### src/rtl/mem_arbiter.sv
// Single-port RAM arbiter for an I/D cache pair.
// Registered grant, data-first alternation, per-access timeout, sticky error.
module mem_arbiter #(
  parameter int TIMEOUT = 64
) (
  input  logic        CLK,
  input  logic        nRST,
  input  logic        iREN,
  input  logic [31:0] iaddr,
  input  logic        dREN,
  input  logic        dWEN,
  input  logic [31:0] daddr,
  input  logic [31:0] dstore,
  output logic        iwait,
  output logic        dwait,
  output logic [31:0] iload,
  output logic [31:0] dload,
  output logic        ramREN,
  output logic        ramWEN,
  output logic [31:0] ramaddr,
  output logic [31:0] ramstore,
  input  logic [31:0] ramload,
  input  logic [1:0]  ramstate,
  output logic        memerr
);

  typedef enum logic [1:0] {
    IDLE  = 2'd0,
    GNT_I = 2'd1,
    GNT_D = 2'd2
  } state_t;

  localparam logic [1:0] RAM_ACCESS = 2'd2;
  localparam logic [1:0] RAM_ERROR  = 2'd3;
  localparam logic [31:0] CNT_LAST  = 32'(TIMEOUT - 1);

  state_t      state_q, state_d;
  logic        last_d_q, last_d_d;
  logic [31:0] cnt_q, cnt_d;
  logic [31:0] addr_q, addr_d;
  logic [31:0] store_q, store_d;
  logic        wr_q, wr_d;
  logic        memerr_q, memerr_d;

  logic d_req;
  logic cur_req;
  logic cur_is_d;

  assign d_req = dREN | dWEN;

  always_ff @(posedge CLK) begin
    if (!nRST) begin
      state_q  <= IDLE;
      last_d_q <= 1'b0;
      cnt_q    <= '0;
      addr_q   <= '0;
      store_q  <= '0;
      wr_q     <= 1'b0;
      memerr_q <= 1'b0;
    end else begin
      state_q  <= state_d;
      last_d_q <= last_d_d;
      cnt_q    <= cnt_d;
      addr_q   <= addr_d;
      store_q  <= store_d;
      wr_q     <= wr_d;
      memerr_q <= memerr_d;
    end
  end

  always_comb begin
    cur_is_d = (state_q == GNT_D);
    cur_req  = cur_is_d ? d_req : iREN;
  end

  always_comb begin
    state_d  = state_q;
    last_d_d = last_d_q;
    cnt_d    = cnt_q;
    addr_d   = addr_q;
    store_d  = store_q;
    wr_d     = wr_q;
    memerr_d = memerr_q;
    case (state_q)
      IDLE: begin
        // With both pending, serve the side not served last.
        if (d_req && (!iREN || !last_d_q)) begin
          state_d = GNT_D;
          addr_d  = daddr;
          store_d = dstore;
          wr_d    = dWEN;
          cnt_d   = '0;
        end else if (iREN) begin
          state_d = GNT_I;
          addr_d  = iaddr;
          wr_d    = 1'b0;
          cnt_d   = '0;
        end
      end
      GNT_I, GNT_D: begin
        if (!cur_req) begin
          state_d = IDLE;
        end else if (ramstate == RAM_ACCESS) begin
          state_d  = IDLE;
          last_d_d = cur_is_d;
        end else if (ramstate == RAM_ERROR) begin
          state_d  = IDLE;
          last_d_d = cur_is_d;
          memerr_d = 1'b1;
        end else if (cnt_q == CNT_LAST) begin
          state_d  = IDLE;
          memerr_d = 1'b1;
        end else begin
          cnt_d = cnt_q + 32'd1;
        end
      end
      default: state_d = IDLE;
    endcase
  end

  always_comb begin
    iwait    = 1'b1;
    dwait    = 1'b1;
    ramREN   = 1'b0;
    ramWEN   = 1'b0;
    case (state_q)
      GNT_I: begin
        ramREN = 1'b1;
        iwait  = !(iREN && ramstate == RAM_ACCESS);
      end
      GNT_D: begin
        ramREN = !wr_q;
        ramWEN = wr_q;
        dwait  = !(d_req && ramstate == RAM_ACCESS);
      end
      default: ;
    endcase
  end

  assign iload    = ramload;
  assign dload    = ramload;
  assign ramaddr  = addr_q;
  assign ramstore = store_q;
  assign memerr   = memerr_q;

endmodule

### config.mk
export PLATFORM = sky130hd
export DESIGN_NAME = mem_arbiter
export DESIGN_NICKNAME = d
export VERILOG_FILES = /design/src/rtl/mem_arbiter.sv
export SDC_FILE = /design/constraint.sdc
export NUM_CORES = 1
export LEC_CHECK = 0
export BUFFER_PORTS_ARGS = -buffer_cell sky130_fd_sc_hd__buf_4
export CORE_MARGIN = 2
export CORE_UTILIZATION = 40
export CTS_CLUSTER_SIZE = 20
export DETAILED_ROUTE_END_ITERATION = 10
export PLACE_DENSITY = 0.7
export SYNTH_ARGS = -nofsm -noshare
export SYNTH_HDL_FRONTEND = slang
export SYNTH_SLANG_ARGS = --single-unit
### constraint.sdc
create_clock -name CLK -period 6.8 [get_ports CLK]
set_input_delay 1.02 -clock CLK [delete_from_list [all_inputs] [get_ports CLK]]
set_output_delay 1.02 -clock CLK [all_outputs]
set_load 0.1 [all_outputs]
==> impl_summary.log, run 1 <==
[metrics] clock-pin slew on the worst setup and hold paths: approximately 0.070 ns
[metrics] P_leak: 2.82 nW
[metrics] Setup Skew: 0.00492 ns
[metrics] vias in the first global route: 4,589
[metrics] element type at the critical path end: register
[metrics] synth unique cells: 65
[metrics] area fraction of the dominant cell type after synthesis: 0.377
[metrics] grt ovf: 0
[metrics] Post-Syn Area: 5360 um2
[metrics] Synth Area per Inst: 8.40 um2
[metrics] share of layout cells above drive strength 1: 0.292
[metrics] hold-fix buffer count after cts: 0
[metrics] final critical-path share of the clock period: 0.445
[metrics] count of antenna-violating nets left after detailed routing: 0
[metrics] final layout net count: 854
[metrics] leading cell types in the layout, fill and taps excluded: sky130_fd_sc_hd__buf_4 (174), sky130_fd_sc_hd__dfxtp_1 (101), sky130_fd_sc_hd__nand2_1 (89), sky130_fd_sc_hd__nor2_1 (49), sky130_fd_sc_hd__a21oi_1 (43)
[metrics] buffers and inverters on the worst path: 2
[metrics] portion of the post-synthesis area used by sequential elements: 0.377
[metrics] level count of the clock H-tree: 3
[metrics] # Max-Cap Violations: 0
[metrics] synthesized instance count: 638
[metrics] final core utilization: 0.491
[metrics] initial antenna violation count: 0
[metrics] busiest metal layer after global routing: met2
[metrics] global-route met1 utilization: 0.238
[metrics] Root Buffer Master: sky130_fd_sc_hd__clkbuf_16
[metrics] Most used DFF post-synth: sky130_fd_sc_hd__dfxtp_1
[metrics] Area growth syn-to-layout: 20.3%
[metrics] most common cell after layout, fill and taps aside: sky130_fd_sc_hd__buf_4
[metrics] worst rel slew slack: 0.202
[metrics] via count: 4,918
[metrics] DRC violation total after the first TritonRoute iteration: 304
[metrics] drt wl/cell: approximately 16 um
[metrics] top area cells in the synthesized netlist: sky130_fd_sc_hd__dfxtp_1 (38%), sky130_fd_sc_hd__buf_4 (9.2%), sky130_fd_sc_hd__nand2_1 (6.2%), sky130_fd_sc_hd__mux2i_1 (6.2%), sky130_fd_sc_hd__a211oi_1 (4.5%)
[metrics] per-cell via count in the routed design: 5.49
[metrics] classification of the worst-slack hold path: reg -> reg
[metrics] number of buffers inserted during clock tree synthesis: 9
[metrics] RSZ-0062 raised after global routing: no
[metrics] Setup Total Neg Slack: 0 ns
[metrics] number of hold violations in the final report: 0
[metrics] max-slew violation count: 0
[metrics] Peak VDD IR: 0.142 mV
[metrics] diode count: 0
[metrics] pin count of the biggest net entering global routing: 79
[metrics] global-route met2 utilization: 0.328
[metrics] starting density of the core: 0.408
[metrics] number of setup buffers added after CTS: 0
[metrics] fmax: 330 MHz
[metrics] insertion delay to the later sink of the worst-skew pair: approximately 0.35 ns
[metrics] transition at the pin with the smallest max-transition slack: around 1.2 ns
[metrics] Power Total: 1.85 mW
[metrics] number of detailed-route iterations in the first pass: 5
[metrics] weighted congestion at the end of routability-driven global placement: approximately 0.90
[metrics] cell type with the largest total area after synthesis: sky130_fd_sc_hd__dfxtp_1
[metrics] Finished Cell Area: 6450 um2
[metrics] count of flip-flops with a built-in enable after synthesis: 0
[metrics] Synthesized Nets: 777
[metrics] Resized Gates After CTS: 0
[metrics] CP most frequent cell: sky130_fd_sc_hd__inv_1
[metrics] P per Cell Area: 287 nW/um2
[metrics] data arrival time of the critical path: 3.27 ns
[metrics] number of synthesized register bits: 101
[metrics] crit path max-delay cell type: sky130_fd_sc_hd__o211ai_1
[metrics] row count: between 40 and 50
[metrics] run status: completed
[metrics] largest stage delay on the critical path: 0.52 ns
[metrics] total of buffers placed on input and output ports: 171
[metrics] core area: 13,100 um2
[metrics] time the final worst path needs with I/O delays and setup: 3.03 ns
[metrics] placed wire-length estimate: about 10,000 um
[metrics] met3 demand-to-capacity share in global routing: 0.0433
[metrics] CP Max Fanout: 13
[metrics] Total Routed Length: 14,300 um
[metrics] Crit Path Class: reg -> reg
[metrics] area after detailed placement: about 6200 um2
[metrics] all-layer global routing usage: 0.195
[metrics] chip height: 120 um
[metrics] clock tree sinks: 101
[metrics] crit start category: register
[metrics] share of flip-flops with an asynchronous set or reset: 0
[metrics] Total Die Area: 14,300 um2
[metrics] CTS tree: yes
[metrics] hold_ws: 0.456 ns
[metrics] number of primary I/O pins: 268
[metrics] critical path required time: 7.04 ns
[metrics] clock buffer depth: 2
[metrics] Die W: approximately 120 um
[metrics] cell type group with the largest total delay on the critical path: compound AO/OA/AOI/OAI gates
[metrics] setup-violating endpoint count in the final report: 0
[metrics] Warnings, synthesis: 0
[metrics] final routed DRC violation total: 0
[metrics] global-route wire length before repair: 22,600 um
[metrics] CP cell instances: inv_1 -> ha_1 -> inv_1 -> o31ai_2 -> o211ai_1 -> or2_1 -> a311o_2
## state kept, by name, indices dropped and copies added, names as in the netlist
signal,count
cnt_q,32
last_d_q,1
memerr,1
ramaddr,32
ramstore,32
state_q,2
wr_q,1
## worst min-delay path, cell delays in order, from the launching register on
cell	delay, ns
sky130_fd_sc_hd__dfxtp_1	0.31
sky130_fd_sc_hd__nand2_1	0.05
sky130_fd_sc_hd__a21oi_1	0.05
## synth_stat cells, drive strengths merged (4+ instances only)
library cell  instances
a211o                 5
a211oi               32
a21oi                44
a22o                  4
a2bb2oi               5
a31oi                 6
and2                  4
and4                  4
buf                  77
clkbuf               31
dfxtp               101
ha                    4
inv                  12
mux2i                33
nand2                89
nand3                17
nand4                14
nor2                 49
nor3                 15
nor4                 20
nor4b                 7
o211ai                6
o21ai                 9
o22a                  4
o31ai                 7
or3                   6
or4                   6
## final cells by class
cell class                      count  area [um2]
Fill cell                        1273        6690
Clock inverter                      6        40.0
Timing Repair Buffer              174        1310
Inverter                           13        48.8
Sequential cell                   101        2020
Multi-Input combinational cell    416        2590
Tap cell                          176         220
Clock buffer                        9         225
## power by group
part	internal [mW]	switching, mW
registers	0.643	0.0268
clock network	0.246	0.228
logic	0.164	0.542
total	1.05	0.797
## through the flow
stage / setup WS (ns) / cells
after floorplan: 3.43 / 638
after global placement: 3.73 / 880
after detailed placement: 3.58 / 880
after CTS: 3.80 / 895
after global routing: 3.58 / 895
final: 3.77 / 895
## path summary, 6_finish.rpt
path              slack (ns)                        to                startpoint  cells after the start
setup reg to reg        3.77    cnt_q[17]$_SDFFE_PN0P_   state_q[0]$_SDFFE_PN0P_                      7
setup / recovery        3.77    cnt_q[17]$_SDFFE_PN0P_   state_q[0]$_SDFFE_PN0P_                      7
hold reg to reg         0.46  ramstore[7]$_SDFFE_PN0P_  ramstore[7]$_SDFFE_PN0P_                      2
hold / removal          0.46  ramstore[7]$_SDFFE_PN0P_  ramstore[7]$_SDFFE_PN0P_                      2
## cells by family (layout without fill, tap and decap cells)
logic type	after synthesis	count (layout)	synth area share
buf+inv	121	202	0.142
fa+ha+maj	4	4	0.00934
simple gates	239	239	0.226
xor+xnor	3	3	0.00490
flops	101	101	0.377
compound gates	136	136	0.177
mux	34	34	0.0637
## metal layers
| metal | vias to the layer above | part of all wire |
|---|---|---|
| li1 | 2389 | - |
| met1 | 2251 | 0.40 |
| met2 | 242 | 0.50 |
| met3 | 36 | 0.078 |
| met4 | 0 | 0.025 |
| met5 | - | 0 |
(Power assumes the default switching activity.)
==> run 2, diff against run 1 <==
clock period = 2.8 ns   (was 6.8 ns; I/O delays follow)
==> run 2 against run 1 <==
Register-to-register slack got worse by 3.5 ns; count of clock-buffer cells in the layout rose by 1; core utilization rose by 0.90 points; largest cell class unchanged; largest power group unchanged; highest routed layer unchanged.
==> impl_summary.log, run 2 (same netlist as run 1, synthesis figures left out) <==
[metrics] per-cell via count in the routed design: 5.46 (-0.56%)
[metrics] data arrival time of the critical path: 2.69 ns (-0.58 ns)
[metrics] placed wire-length estimate: 10,900 um (+4.3%)
[metrics] all-layer global routing usage: 0.205 (+0.0108)
[metrics] Resized Gates After CTS: 0 (unchanged)
[metrics] element type at the critical path end: register
[metrics] buffers and inverters on the worst path: 2 (unchanged)
[metrics] switching power share of the total: 0.427 (-0.00342)
[metrics] Total Die Area: 14,300 um2 (unchanged)
[metrics] cell type group with the largest total delay on the critical path: compound AO/OA/AOI/OAI gates
[metrics] share of layout cells above drive strength 1: 0.306 (+0.0135)
[metrics] chip height: 120 um (unchanged)
[metrics] Finished Layout Cells: 909 (+1.6%)
[metrics] level count of the clock H-tree: 3 (unchanged)
[metrics] worst rel slew slack: 0.197 (-0.00512)
[metrics] Finished Cell Area: 6570 um2 (+1.8%)
[metrics] CTS tree: yes
[metrics] number of buffers inserted during clock tree synthesis: 9 (unchanged)
[metrics] final layout net count: 867 (+1.5%)
[metrics] Setup Skew: 0.00687 ns (+0.00194 ns)
[metrics] hold_ws: 0.308 ns (-0.148 ns)
[metrics] critical path required time: 3.00 ns (-4.04 ns)
[metrics] leading cell types in the layout, fill and taps excluded: sky130_fd_sc_hd__buf_4 (187), sky130_fd_sc_hd__dfxtp_1 (101), sky130_fd_sc_hd__nand2_1 (89), sky130_fd_sc_hd__nor2_1 (49), sky130_fd_sc_hd__a21oi_1 (43)
[metrics] core area: 13,100 um2 (unchanged)
[metrics] clock-pin slew on the worst setup and hold paths: 0.07 ns (about the same)
[metrics] pin count of the biggest net entering global routing: 76 (-3.8%)
[metrics] Setup Total Neg Slack: 0 ns (unchanged)
[metrics] row count: 42 (unchanged)
[metrics] Root Buffer Master: sky130_fd_sc_hd__clkbuf_16
[metrics] classification of the worst-slack hold path: in -> reg
[metrics] diode count: 0 (unchanged)
[metrics] total of buffers placed on input and output ports: 171 (unchanged)
[metrics] time the final worst path needs with I/O delays and setup: 2.49 ns (-0.540 ns)
[metrics] Clk network pwr share: 0.264 (+0.008)
[metrics] DRC violation total after the first TritonRoute iteration: 400 (+32%)
[metrics] via count: 4,967 (+1.0%)
[metrics] hold-fix buffer count after cts: 0 (unchanged)
[metrics] number of setup buffers added after CTS: 0 (unchanged)
[metrics] final routed DRC violation total: 0 (unchanged)
[metrics] setup-violating endpoint count in the final report: 0 (unchanged)
[metrics] Crit Path Class: reg -> reg
[metrics] weighted congestion at the end of routability-driven global placement: 0.893 (-0.32%)
[metrics] CP Max Fanout: 8 (-5)
[metrics] area after detailed placement: 6280 um2 (+1.6%)
[metrics] CP cell instances: inv_1 -> ha_1 -> inv_1 -> o31ai_2 -> a21oi_1 -> a21oi_1 -> a21boi_0
[metrics] final critical-path share of the clock period: 0.888 (+0.443)
[metrics] Area growth syn-to-layout: 22.5%
[metrics] Die W: 120 um (unchanged)
[metrics] number of detailed-route iterations in the first pass: 5 (unchanged)
[metrics] share of power burned in registers: 0.356 (-0.006)
[metrics] P per Cell Area: 696 nW/um2 (+140%)
[metrics] Switching Power: 1.95 mW (+150%)
[metrics] run status: completed
[metrics] drt wl/cell: 16.2 um (+1.3%)
[metrics] P_leak: 2.90 nW (+2.7%)
[metrics] global-route wire length before repair: 23,600 um (+4.3%)
[metrics] max-slew violation count: 0 (unchanged)
[metrics] count of antenna-violating nets left after detailed routing: 0 (unchanged)
[metrics] number of primary I/O pins: 268 (unchanged)
[metrics] transition at the pin with the smallest max-transition slack: 1.20 ns (+0.00769 ns)
[metrics] Total Routed Length: 14,700 um (+2.9%)
[metrics] Pint: 2.62 mW (+150%)
[metrics] number of cells in the design after placement: 893 (+1.5%)
[metrics] combinational power share: 0.380 (-0.002)
[metrics] grt ovf: 0 (unchanged)
[metrics] clock buffer depth: 2 (unchanged)
[metrics] clock tree sinks: 101 (unchanged)
[metrics] insertion delay to the later sink of the worst-skew pair: 0.35 ns (about the same)
[metrics] RSZ-0062 raised after global routing: no
[metrics] crit start category: register
[metrics] fmax: 402 MHz (+22%)
[metrics] crit path max-delay cell type: sky130_fd_sc_hd__a21oi_1
[metrics] initial antenna violation count: 0 (unchanged)
[metrics] most common cell after layout, fill and taps aside: sky130_fd_sc_hd__buf_4
[metrics] number of hold violations in the final report: 0 (unchanged)
[metrics] # Max-Cap Violations: 0 (unchanged)
[metrics] vias in the first global route: 4,795 (+4.5%)
[metrics] starting density of the core: 0.408 (unchanged)
[metrics] largest stage delay on the critical path: 0.53 ns (about the same)
[metrics] Peak VDD IR: 0.424 mV (+200%)
[run 2: cell types whose count changed in the layout (fill, tap and decap cells not counted)]
cell	before	now
sky130_fd_sc_hd__clkinv_2	3	2
sky130_fd_sc_hd__inv_8	0	1
sky130_fd_sc_hd__buf_4	174	187
sky130_fd_sc_hd__clkbuf_8	0	1
[run 2: worst paths after layout]
kind | startpoint | endpoint | slack, ns | depth (start not counted)
max | state_q[0]$_SDFFE_PN0P_ | cnt_q[4]$_SDFFE_PN0P_ | 0.31 | 7
min | dstore[16] | ramstore[16]$_SDFFE_PN0P_ | 0.31 | 3
max reg2reg | state_q[0]$_SDFFE_PN0P_ | cnt_q[4]$_SDFFE_PN0P_ | 0.31 | 7
min reg2reg | ramstore[18]$_SDFFE_PN0P_ | ramstore[18]$_SDFFE_PN0P_ | 0.46 | 2
[run 2: layer usage]
layer  track usage  wire [um]  vias to the layer above
met4        0.0941        438                        0
met5             0          0                        -
met2         0.344       7180                      265
met3        0.0428       1100                       36
met1         0.254       6020                     2253
li1              -          -                     2413
[run 2: through the flow]
step                setup slack [ns]  utilization  power, mW
finish                         0.312        0.500       4.57
global route                   0.138        0.500       4.77
CTS                            0.340        0.500       4.62
detailed placement             0.389        0.478       3.40
global placement               0.461        0.478       3.38
floorplan                     0.0266            -       3.39
[run 2: power by group through the flow]
stage / logic (mW) / clock network (mW) / registers (mW)
floorplan: 0.893 / 0 / 2.49
CTS: 1.74 / 1.25 / 1.63
global route: 1.82 / 1.30 / 1.65
finish: 1.73 / 1.21 / 1.63
global placement: 1.72 / 0 / 1.65
detailed placement: 1.74 / 0 / 1.66
[run 2: tightest hold or removal path: stages]
cell                      delay (ns)
sky130_fd_sc_hd__buf_4          0.11
sky130_fd_sc_hd__nand2_1        0.04
sky130_fd_sc_hd__a21oi_1        0.05
[run 2: cell type report]
| type | instances | area [um2] |
|---|---|---|
| fillers | 1243 | 6570 |
| multi-input cells | 416 | 2590 |
| clock buffers | 10 | 239 |
| clock inverters | 6 | 46.3 |
| repair buffers | 187 | 1400 |
| flip-flops and latches | 101 | 2020 |
| inverters | 13 | 48.8 |
| well taps | 176 | 220 |
==> run 3, diff against run 2 <==
==> constraint.sdc (replaced) <==
create_clock -name CLK -period 2.8 [get_ports CLK]
set_input_delay 0.56 -clock CLK [delete_from_list [all_inputs] [get_ports CLK]]
set_output_delay 0.56 -clock CLK [all_outputs]
set_load 0.1 [all_outputs]
==> run 3 against run 2 <==
Largest power group unchanged; non-clock buffer count shrank 3; core utilization shrank 0.17 points; via count shrank 0.24%; worst setup slack got worse by 0.17 ns; total power shrank 1.1%; largest cell class unchanged; highest routed layer unchanged; hold slack improved by 0.14 ns; critical path type unchanged.
==> impl_summary.log, run 3 (same netlist as run 1, synthesis figures left out) <==
[metrics] Finished Layout Cells: 906 (-0.33%)
[metrics] Pint: 2.60 mW (-0.64%)
[metrics] insertion delay to the later sink of the worst-skew pair: 0.35 ns (about the same)
[metrics] total of buffers placed on input and output ports: 171 (unchanged)
[metrics] launch point of the critical path: state_q[0]$_SDFFE_PN0P_
[metrics] per-cell via count in the routed design: 5.47 (about the same)
[metrics] grt ovf: 0 (unchanged)
[metrics] pin count of the biggest net entering global routing: 65 (-14%)
[metrics] worst-case reg-to-reg path depth: 7 (unchanged)
[metrics] core area: 13,100 um2 (unchanged)
[metrics] starting density of the core: 0.408 (unchanged)
[metrics] Total Routed Length: 14,400 um (-2.3%)
[metrics] number of detailed-route iterations in the first pass: 5 (unchanged)
[metrics] diode count: 0 (unchanged)
[metrics] CP cell instances: inv_1 -> ha_1 -> inv_1 -> o31ai_2 -> a21oi_1 -> a21o_2 -> a221o_1
[metrics] row count: 42 (unchanged)
[metrics] crit path max-delay cell type: sky130_fd_sc_hd__o31ai_2
[metrics] setup slack of the most critical reg-to-reg path: 0.15 ns (-0.17 ns)
[metrics] Crit. path cell count: 7 (unchanged)
[metrics] drt wl/cell: 15.9 um (-1.9%)
[metrics] Finished Cell Area: 6540 um2 (-0.34%)
[metrics] crit start category: register
[metrics] Area growth syn-to-layout: 22.1%
[metrics] CP Capture Point: cnt_q[24]$_SDFFE_PN0P_
[metrics] number of cells in the design after placement: 890 (-0.34%)
[metrics] Die W: 120 um (unchanged)
[metrics] CP Max Fanout: 14 (+6)
[metrics] level count of the clock H-tree: 3 (unchanged)
[metrics] Setup Total Neg Slack: 0 ns (unchanged)
[metrics] CTS tree: yes
[metrics] element type at the critical path end: register
[metrics] Reg2Reg Launch Point: state_q[0]$_SDFFE_PN0P_
[metrics] number of hold violations in the final report: 0 (unchanged)
[metrics] P per Cell Area: 691 nW/um2 (-0.75%)
[metrics] clock tree sinks: 101 (unchanged)
[metrics] time the final worst path needs with I/O delays and setup: 2.65 ns (+0.167 ns)
[metrics] clock buffer depth: 2 (unchanged)
[metrics] endpoint of the lowest-slack register-to-register path: cnt_q[24]$_SDFFE_PN0P_
[metrics] run status: completed
[metrics] clock-pin slew on the worst setup and hold paths: 0.07 ns (about the same)
[metrics] setup-violating endpoint count in the final report: 0 (unchanged)
[metrics] share of layout cells above drive strength 1: 0.304 (-0.00148)
[metrics] hold-fix buffer count after cts: 0 (unchanged)
[metrics] Root Buffer Master: sky130_fd_sc_hd__clkbuf_16
[metrics] global-route wire length before repair: 23,100 um (-2.0%)
[metrics] leading cell types in the layout, fill and taps excluded: sky130_fd_sc_hd__buf_4 (184), sky130_fd_sc_hd__dfxtp_1 (101), sky130_fd_sc_hd__nand2_1 (89), sky130_fd_sc_hd__nor2_1 (48), sky130_fd_sc_hd__a21oi_1 (42)
[metrics] Power Total: 4.52 mW (-1.1%)
[metrics] max-slew violation count: 0 (unchanged)
[metrics] combinational power share: 0.381 (about the same)
[metrics] data arrival time of the critical path: 2.89 ns (+0.20 ns)
[metrics] DRC violation total after the first TritonRoute iteration: 245 (-39%)
[metrics] final layout net count: 864 (-0.35%)
[metrics] # Max-Cap Violations: 0 (unchanged)
[metrics] P_leak: 2.87 nW (-0.99%)
[metrics] Layout fillers: 1,255 (+0.97%)
[metrics] cell type group with the largest total delay on the critical path: compound AO/OA/AOI/OAI gates
[metrics] worst rel slew slack: 0.204 (+0.00705)
[metrics] RSZ-0062 raised after global routing: no
[metrics] number of primary I/O pins: 268 (unchanged)
[metrics] critical path required time: 3.03 ns (+0.03 ns)
[metrics] final routed DRC violation total: 0 (unchanged)
[metrics] number of buffers inserted during clock tree synthesis: 9 (unchanged)
[metrics] area after detailed placement: 6260 um2 (-0.32%)
[metrics] via count: 4,955 (-0.24%)
[metrics] transition at the pin with the smallest max-transition slack: 1.19 ns (-0.0106 ns)
[metrics] Total Die Area: 14,300 um2 (unchanged)
[metrics] initial antenna violation count: 0 (unchanged)
[metrics] buffers and inverters on the worst path: 2 (unchanged)
[metrics] classification of the worst-slack hold path: in -> reg
[metrics] most common cell after layout, fill and taps aside: sky130_fd_sc_hd__buf_4
[metrics] switching power share of the total: 0.425 (-0.00265)
[metrics] Setup Skew: 0.00720 ns (+0.000332 ns)
[metrics] weighted congestion at the end of routability-driven global placement: 0.953 (+6.7%)
[metrics] hold_ws: 0.450 ns (+0.142 ns)
[metrics] vias in the first global route: 4,783 (-0.25%)
[metrics] chip height: 120 um (unchanged)
[metrics] Crit Path Class: reg -> reg
[metrics] CP most frequent cell: sky130_fd_sc_hd__inv_1
[metrics] final critical-path share of the clock period: 0.948 (+0.0597)
[metrics] fmax: 377 MHz (-6.3%)
[metrics] largest stage delay on the critical path: 0.46 ns (-0.07 ns)
[metrics] count of antenna-violating nets left after detailed routing: 0 (unchanged)
[metrics] Peak VDD IR: 0.421 mV (-0.70%)
[metrics] placed wire-length estimate: 10,800 um (-0.88%)
[metrics] share of power burned in registers: 0.360 (+0.004)
[metrics] Clk network pwr share: 0.259 (-0.005)
[metrics] all-layer global routing usage: 0.199 (-0.00607)
[metrics] Switching Power: 1.92 mW (-1.7%)
[run 3: per-stage QoR]
step | util | setup slack (ns)
floorplan | - | 0.340
global placement | 0.477 | 0.344
detailed placement | 0.477 | 0.217
CTS | 0.498 | 0.199
global route | 0.498 | 0.0160
finish | 0.498 | 0.145
[run 3: layout make-up]
cell class	instances	area, um2	area share
clock inverter	5	36.3	0.00554
inverter	13	48.8	0.00746
multi-input combinational	416	2590	0.396
timing repair buffer	184	1380	0.211
sequential	101	2020	0.309
tap	176	220	0.0337
clock buffer	11	243	0.0371
[run 3: worst min-delay path by stage]
stage	depth (start not counted)	slack (ns)	from	to
after CTS	3	0.44	dstore[19]	ramstore[19]$_SDFFE_PN0P_
after detailed placement	2	0.45	ramstore[11]$_SDFFE_PN0P_	ramstore[11]$_SDFFE_PN0P_
final	3	0.45	dstore[4]	ramstore[4]$_SDFFE_PN0P_
after floorplan	2	0.48	cnt_q[8]$_SDFFE_PN0P_	cnt_q[8]$_SDFFE_PN0P_
after global placement	2	0.44	ramstore[2]$_SDFFE_PN0P_	ramstore[2]$_SDFFE_PN0P_
after global routing	3	0.45	dstore[11]	ramstore[11]$_SDFFE_PN0P_
[run 3: routing by layer]
layer  track usage  vias up  share of wire
met3        0.0423       33          0.068
met2         0.336      215           0.50
li1              -     2408              -
met5             0        -              0
met4        0.0890        0          0.026
met1         0.245     2299           0.41
[run 3: repair_timing]
action / in CTS / in global routing
endpoints found under the setup margin: 0 / 1
buffers inserted: 0 / 0
gates resized for setup: 0 / 1
[run 3: worst register-to-register path: cells and delay by family, from the launching register on]
kind,cells,cell delay (ns)
buffers and inverters,2,0.33
adder cells (fa/ha/maj),1,0.43
AO/OA/AOI/OAI,4,1.45
flip-flops,1,0.34
[run 3: power groups by stage]
stage               clock [mW]  combinational (mW)  sequential [mW]
floorplan                    0               0.895             2.49
global placement             0                1.70             1.65
detailed placement           0                1.72             1.66
CTS                       1.21                1.72             1.63
global route              1.26                1.81             1.65
finish                    1.17                1.72             1.63
